### config.mk
export PLATFORM = sky130hd
export DESIGN_NAME = bcd_counter_7seg_scan
export DESIGN_NICKNAME = d
export VERILOG_FILES = /design/src/rtl/bcd_counter_7seg_scan.sv
export SDC_FILE = /design/constraint.sdc
export NUM_CORES = 1
export LEC_CHECK = 0
export BUFFER_PORTS_ARGS = -buffer_cell sky130_fd_sc_hd__buf_2
export CAP_MARGIN = 20
export CORE_UTILIZATION = 56
export DETAILED_ROUTE_END_ITERATION = 7
export PLACE_DENSITY = 0.77
export SLEW_MARGIN = 10
export SYNTH_ARGS = -nofsm -noshare
export SYNTH_HDL_FRONTEND = slang
export SYNTH_SLANG_ARGS = --single-unit
### constraint.sdc
create_clock -name clk -period 2.78 [get_ports clk]
set_input_delay 0.139 -clock clk [delete_from_list [all_inputs] [get_ports clk]]
set_output_delay 0.139 -clock clk [all_outputs]
set_load 0.005 [all_outputs]
### src/rtl/bcd_counter_7seg_scan.sv
// Multi-digit BCD up/down counter with synchronous load, wrap carry and a
// time-multiplexed active-low 7-segment driver. Optional macro: LEADING_ZERO_BLANK_EN.
module bcd_counter_7seg_scan #(
    parameter int DIGITS   = 4,
    parameter int SCAN_DIV = 1024
) (
    input  logic                  clk,
    input  logic                  clr_n,
    input  logic                  en,
    input  logic                  up_dn,
    input  logic                  load,
    input  logic [4*DIGITS-1:0]   load_val,
    output logic [4*DIGITS-1:0]   count,
    output logic                  carry,
    output logic [6:0]            seg_out,
    output logic [DIGITS-1:0]     dig_sel
);

    localparam int CW = 4 * DIGITS;
    localparam int IW = (DIGITS > 1) ? $clog2(DIGITS) : 1;
    localparam int SW = $clog2(SCAN_DIV);
    localparam logic [IW-1:0] IDX_LAST  = IW'(DIGITS - 1);
    localparam logic [SW-1:0] SCAN_LAST = SW'(SCAN_DIV - 1);

    logic [CW-1:0]     count_q, count_d;
    logic              carry_q, carry_d;
    logic [SW-1:0]     scan_q, scan_d;
    logic [IW-1:0]     idx_q, idx_d;
    logic [6:0]        seg_q, seg_d;
    logic [DIGITS-1:0] dig_q, dig_d;

    function automatic logic [6:0] decode(input logic [3:0] d);
        case (d)
            4'd0:    decode = 7'h40;
            4'd1:    decode = 7'h79;
            4'd2:    decode = 7'h24;
            4'd3:    decode = 7'h30;
            4'd4:    decode = 7'h19;
            4'd5:    decode = 7'h12;
            4'd6:    decode = 7'h02;
            4'd7:    decode = 7'h78;
            4'd8:    decode = 7'h00;
            4'd9:    decode = 7'h10;
            default: decode = 7'h7F;
        endcase
    endfunction

    // Ripple a carry/borrow from digit 0 upward; a chain that survives past
    // the top digit is the wrap, which becomes the carry pulse.
    always_comb begin
        logic       chain;
        logic [3:0] nib;
        count_d = count_q;
        carry_d = 1'b0;
        chain   = 1'b1;
        nib     = 4'd0;
        if (load) begin
            for (int k = 0; k < DIGITS; k++) begin
                nib = load_val[4*k +: 4];
                count_d[4*k +: 4] = (nib > 4'd9) ? 4'd9 : nib;
            end
        end else if (en) begin
            for (int k = 0; k < DIGITS; k++) begin
                nib = count_q[4*k +: 4];
                if (chain) begin
                    if (up_dn) begin
                        if (nib == 4'd9) nib = 4'd0;
                        else begin
                            nib   = nib + 4'd1;
                            chain = 1'b0;
                        end
                    end else begin
                        if (nib == 4'd0) nib = 4'd9;
                        else begin
                            nib   = nib - 4'd1;
                            chain = 1'b0;
                        end
                    end
                end
                count_d[4*k +: 4] = nib;
            end
            carry_d = chain;
        end
    end

    always_comb begin
        scan_d = scan_q + 1'b1;
        idx_d  = idx_q;
        if (scan_q == SCAN_LAST) begin
            scan_d = '0;
            idx_d  = (idx_q == IDX_LAST) ? '0 : idx_q + 1'b1;
        end
    end

    // Display registers sample the current index and count, so the pins
    // trail the counter state by exactly one clock.
    always_comb begin
        logic [3:0] cur;
`ifdef LEADING_ZERO_BLANK_EN
        logic lead_zero;
        lead_zero = 1'b1;
`endif
        cur = 4'd0;
        for (int k = 0; k < DIGITS; k++) begin
            if (idx_q == IW'(k)) cur = count_q[4*k +: 4];
`ifdef LEADING_ZERO_BLANK_EN
            if (k >= int'(idx_q) && count_q[4*k +: 4] != 4'd0) lead_zero = 1'b0;
`endif
        end
        seg_d = decode(cur);
`ifdef LEADING_ZERO_BLANK_EN
        if (lead_zero && idx_q != '0) seg_d = 7'h7F;
`endif
        dig_d = ~(DIGITS'(1) << idx_q);
    end

    always_ff @(posedge clk or negedge clr_n) begin
        if (!clr_n) begin
            count_q <= '0;
            carry_q <= 1'b0;
            scan_q  <= '0;
            idx_q   <= '0;
            seg_q   <= 7'h7F;
            dig_q   <= '1;
        end else begin
            count_q <= count_d;
            carry_q <= carry_d;
            scan_q  <= scan_d;
            idx_q   <= idx_d;
            seg_q   <= seg_d;
            dig_q   <= dig_d;
        end
    end

    assign count   = count_q;
    assign carry   = carry_q;
    assign seg_out = seg_q;
    assign dig_sel = dig_q;

endmodule

==> insert_results.sql <==
INSERT INTO impl_metrics (metric_group, metric, value, unit) VALUES
('global_routing', 'grt_use_total', '0.215', ''),
('layout', 'most_common_cell_after_layout_fill_and_taps_aside', 'buf_2', ''),
('sta', 'finalSetupViolCount', '0', ''),
('clock_network', 'cts-root-to-sink-buffers', '2', ''),
('placement', 'port_buffers', '48', ''),
('floorplanning', 'io_pins', '49', ''),
('yosys', 'yosysTopAreaCell', 'dfrtp_1', ''),
('yosys', 'synth_top_flop_cell', 'dfrtp_1', ''),
('setup_path', 'critPathRequiredTime', '2.96', 'ns'),
('yosys', 'syn_nets', '332', ''),
('global_routing', 'grt_max_degree', '41', ''),
('global_routing', 'grt_pass1_vias', '1877', ''),
('layout', 'num_antenna_cells', '0', ''),
('power', 'peakVddDrop', '0.281', 'mV'),
('global_routing', 'use_met2', '0.350', ''),
('hold_path', 'worstHoldPathType', 'primary input to flip-flop', ''),
('layout', 'final_cell_mix', 'buf_2, o21ai_0, dfrtp_1, nand2_1, nor2_1', ''),
('global_routing', 'grtUsageMet3', '0.0313', ''),
('global_routing', 'grtUsageMet1', '0.297', ''),
('floorplanning', 'rows', '24', ''),
('placement', 'place_hpwl', '3690', 'um'),
('yosys', 'flops_latches_synth', '40', ''),
('yosys', 'ys_async_sr_fraction', '1.00', ''),
('detailed_routing', 'via_per_inst', '5.78', ''),
('power', 'p_int', '0.00103', 'W'),
('sta', 'fin_crit_sh', '0.816', ''),
('global_routing', 'antenna_found_initial', '0', ''),
('clock_network', 'clock_insertion_delay_worst_skew', '0.29', 'ns'),
('sta', 'grt_setup_unrepaired', 'false', ''),
('clock_network', 'tritoncts_num_sinks', '40', ''),
('power', 'leakagePower', '1.28', 'nW'),
('yosys', 'synth_largest_type_area_fraction', '0.273', ''),
('layout', 'num-nets-final', '364', ''),
('floorplanning', 'die-width', '70.9', 'um'),
('yosys', 'yosysSeqAreaShare', '0.381', ''),
('outcome', 'violations', 'design-rule violations', ''),
('sta', 'fin_crit', '2.27', 'ns'),
('floorplanning', 'fp.coreArea', '4470', 'sq um'),
('sta', 'slew_limit_fails', '0', ''),
('clock_network', 'number_of_h_tree_levels', '2', ''),
('sta', 'hold_slack', '0.0581', 'ns'),
('layout', 'final_core_util', '0.665', ''),
('setup_path', 'crit_fanout', '9', ''),
('power', 'total_power', '0.00149', 'W'),
('detailed_routing', 'post-route-drc-count', '8', ''),
('sta', 'hold_violations', '0', ''),
('yosys', 'syn_area_per_cell', '8.72', 'sq um'),
('global_routing', 'grt_pass1_wl', '8580', 'um'),
('floorplanning', 'floorplan.initialDensity', '0.595', ''),
('sta', 'skew', '0.00544', 'ns'),
('sta', 'fin_tns_setup', '0', 'ns'),
('placement', 'gp_congestion', '0.801', ''),
('clock_network', 'tritoncts.num_buffers', '5', ''),
('detailed_routing', 'final_wirelength', '5220', 'um'),
('power', 'power.share.switching', '0.307', ''),
('setup_path', 'cp-end-kind', 'flip-flop', ''),
('power', 'combinationalPowerShare', '0.211', ''),
('sta', 'slew_of_the_pin_with_the_lowest_slew_margin', '0.834', 'ns'),
('outcome', 'run_status', 'finished with violations', ''),
('floorplanning', 'die_span_in_y', '70.9', 'um'),
('clock_network', 'clock_tree_from_tritoncts', 'yes', ''),
('yosys', 'mappedNetlistArea', '2660', 'sq um'),
('power', 'power_frac_clock', '0.301', ''),
('floorplanning', 'fp.dieArea', '5030', 'sq um'),
('sta', 'highest_clock_rate', '441', 'MHz'),
('yosys', 'synth-edff-count', '0', ''),
('detailed_routing', 'detail_route.wl_per_cell', '13.4', 'um'),
('clock_network', 'cts-root-buf', 'clkbuf_8', ''),
('clock_network', 'cts.hold.buffers_added', '1', ''),
('detailed_routing', 'via_count', '2253', ''),
('clock_network', 'cts_resized', '0', '');
-- flip-flops by register name, summed over array words and instances, names as in the netlist --
signal / cells
carry: 1
count: 16
dig_sel: 4
idx_q: 2
scan_q: 10
seg_out: 7
-- cells by family (layout without fill, tap and decap cells) --
family | after synthesis | in the layout | synth area share
AO/OA/AOI/OAI | 88 | 88 | 0.214
adder cells (fa/ha/maj) | 6 | 6 | 0.0282
multiplexers | 11 | 11 | 0.0428
buffers and inverters | 40 | 73 | 0.0644
flip-flops | 40 | 40 | 0.381
XOR/XNOR | 16 | 16 | 0.0527
AND/OR/NAND/NOR | 104 | 104 | 0.217
-- power groups by stage --
stage / clock network (W) / logic [W] / registers, W
2_1_floorplan: 0 / 0.000254 / 0.000691
3_3_place_gp: 0 / 0.000308 / 0.000735
3_5_place_dp: 0 / 0.000313 / 0.000737
4_1_cts: 0.000456 / 0.000316 / 0.000726
5_1_grt: 0.000480 / 0.000354 / 0.000736
6_report: 0.000449 / 0.000315 / 0.000727
-- metal layers --
layer / vias up / part of all wire
li1: 1150 / -
met1: 1037 / 0.49
met2: 62 / 0.46
met3: 4 / 0.045
met4: 0 / 0.0094
met5: - / 0
-- synthesized netlist by cell type, drive strengths merged, types with 4 or more instances --
| cell | instances |
|---|---|
| a211oi | 9 |
| a21oi | 14 |
| and3 | 7 |
| buf | 8 |
| clkbuf | 16 |
| dfrtp | 29 |
| dfstp | 11 |
| ha | 6 |
| inv | 16 |
| mux2i | 8 |
| nand2 | 22 |
| nand3 | 8 |
| nand3b | 8 |
| nor2 | 20 |
| nor2b | 8 |
| nor3 | 13 |
| nor3b | 5 |
| o21a | 4 |
| o21ai | 34 |
| xnor2 | 11 |
| xor2 | 5 |
-- area by class of cell --
| class | instances | area (sq um) |
|---|---|---|
| Sequential cell | 40 | 1010 |
| Fill cell | 377 | 1500 |
| Tap cell | 52 | 65.1 |
| Timing Repair Buffer | 49 | 250 |
| Clock inverter | 2 | 16.3 |
| Multi-Input combinational cell | 225 | 1470 |
| Clock buffer | 6 | 93.8 |
| Inverter | 16 | 60.1 |
-- stage by stage --
step	instances	setup WS, ns	area, sq um
floorplan	305	0.854	2660
global placement	381	0.647	2850
detailed placement	381	0.592	2850
CTS	390	0.533	2970
global route	390	0.322	2970
finish	390	0.512	2970
-- final timing paths --
kind,startpoint,cells past startpoint,endpoint,slack [ns]
hold reg to reg,scan_q[0],1,scan_q[0],0.49
max in group asynchronous,clr_n,2,count[12],1.77
setup reg to reg,idx_q[0],6,seg_out[0],0.51
setup / recovery,idx_q[0],6,seg_out[0],0.51
hold / removal,load_val[5],3,count[5],0.06
min in group asynchronous,clr_n,2,count[5],0.49
-- worst max-delay path: stages, from the launching register on --
cell and delay [ns]:
dfrtp_1 0.41, inv_1 0.13, ha_1 0.33, a211oi_1 0.09, a211oi_1 0.69, o21ai_0 0.30
o311ai_0 0.20
Power figures use the tool's default switching activity.
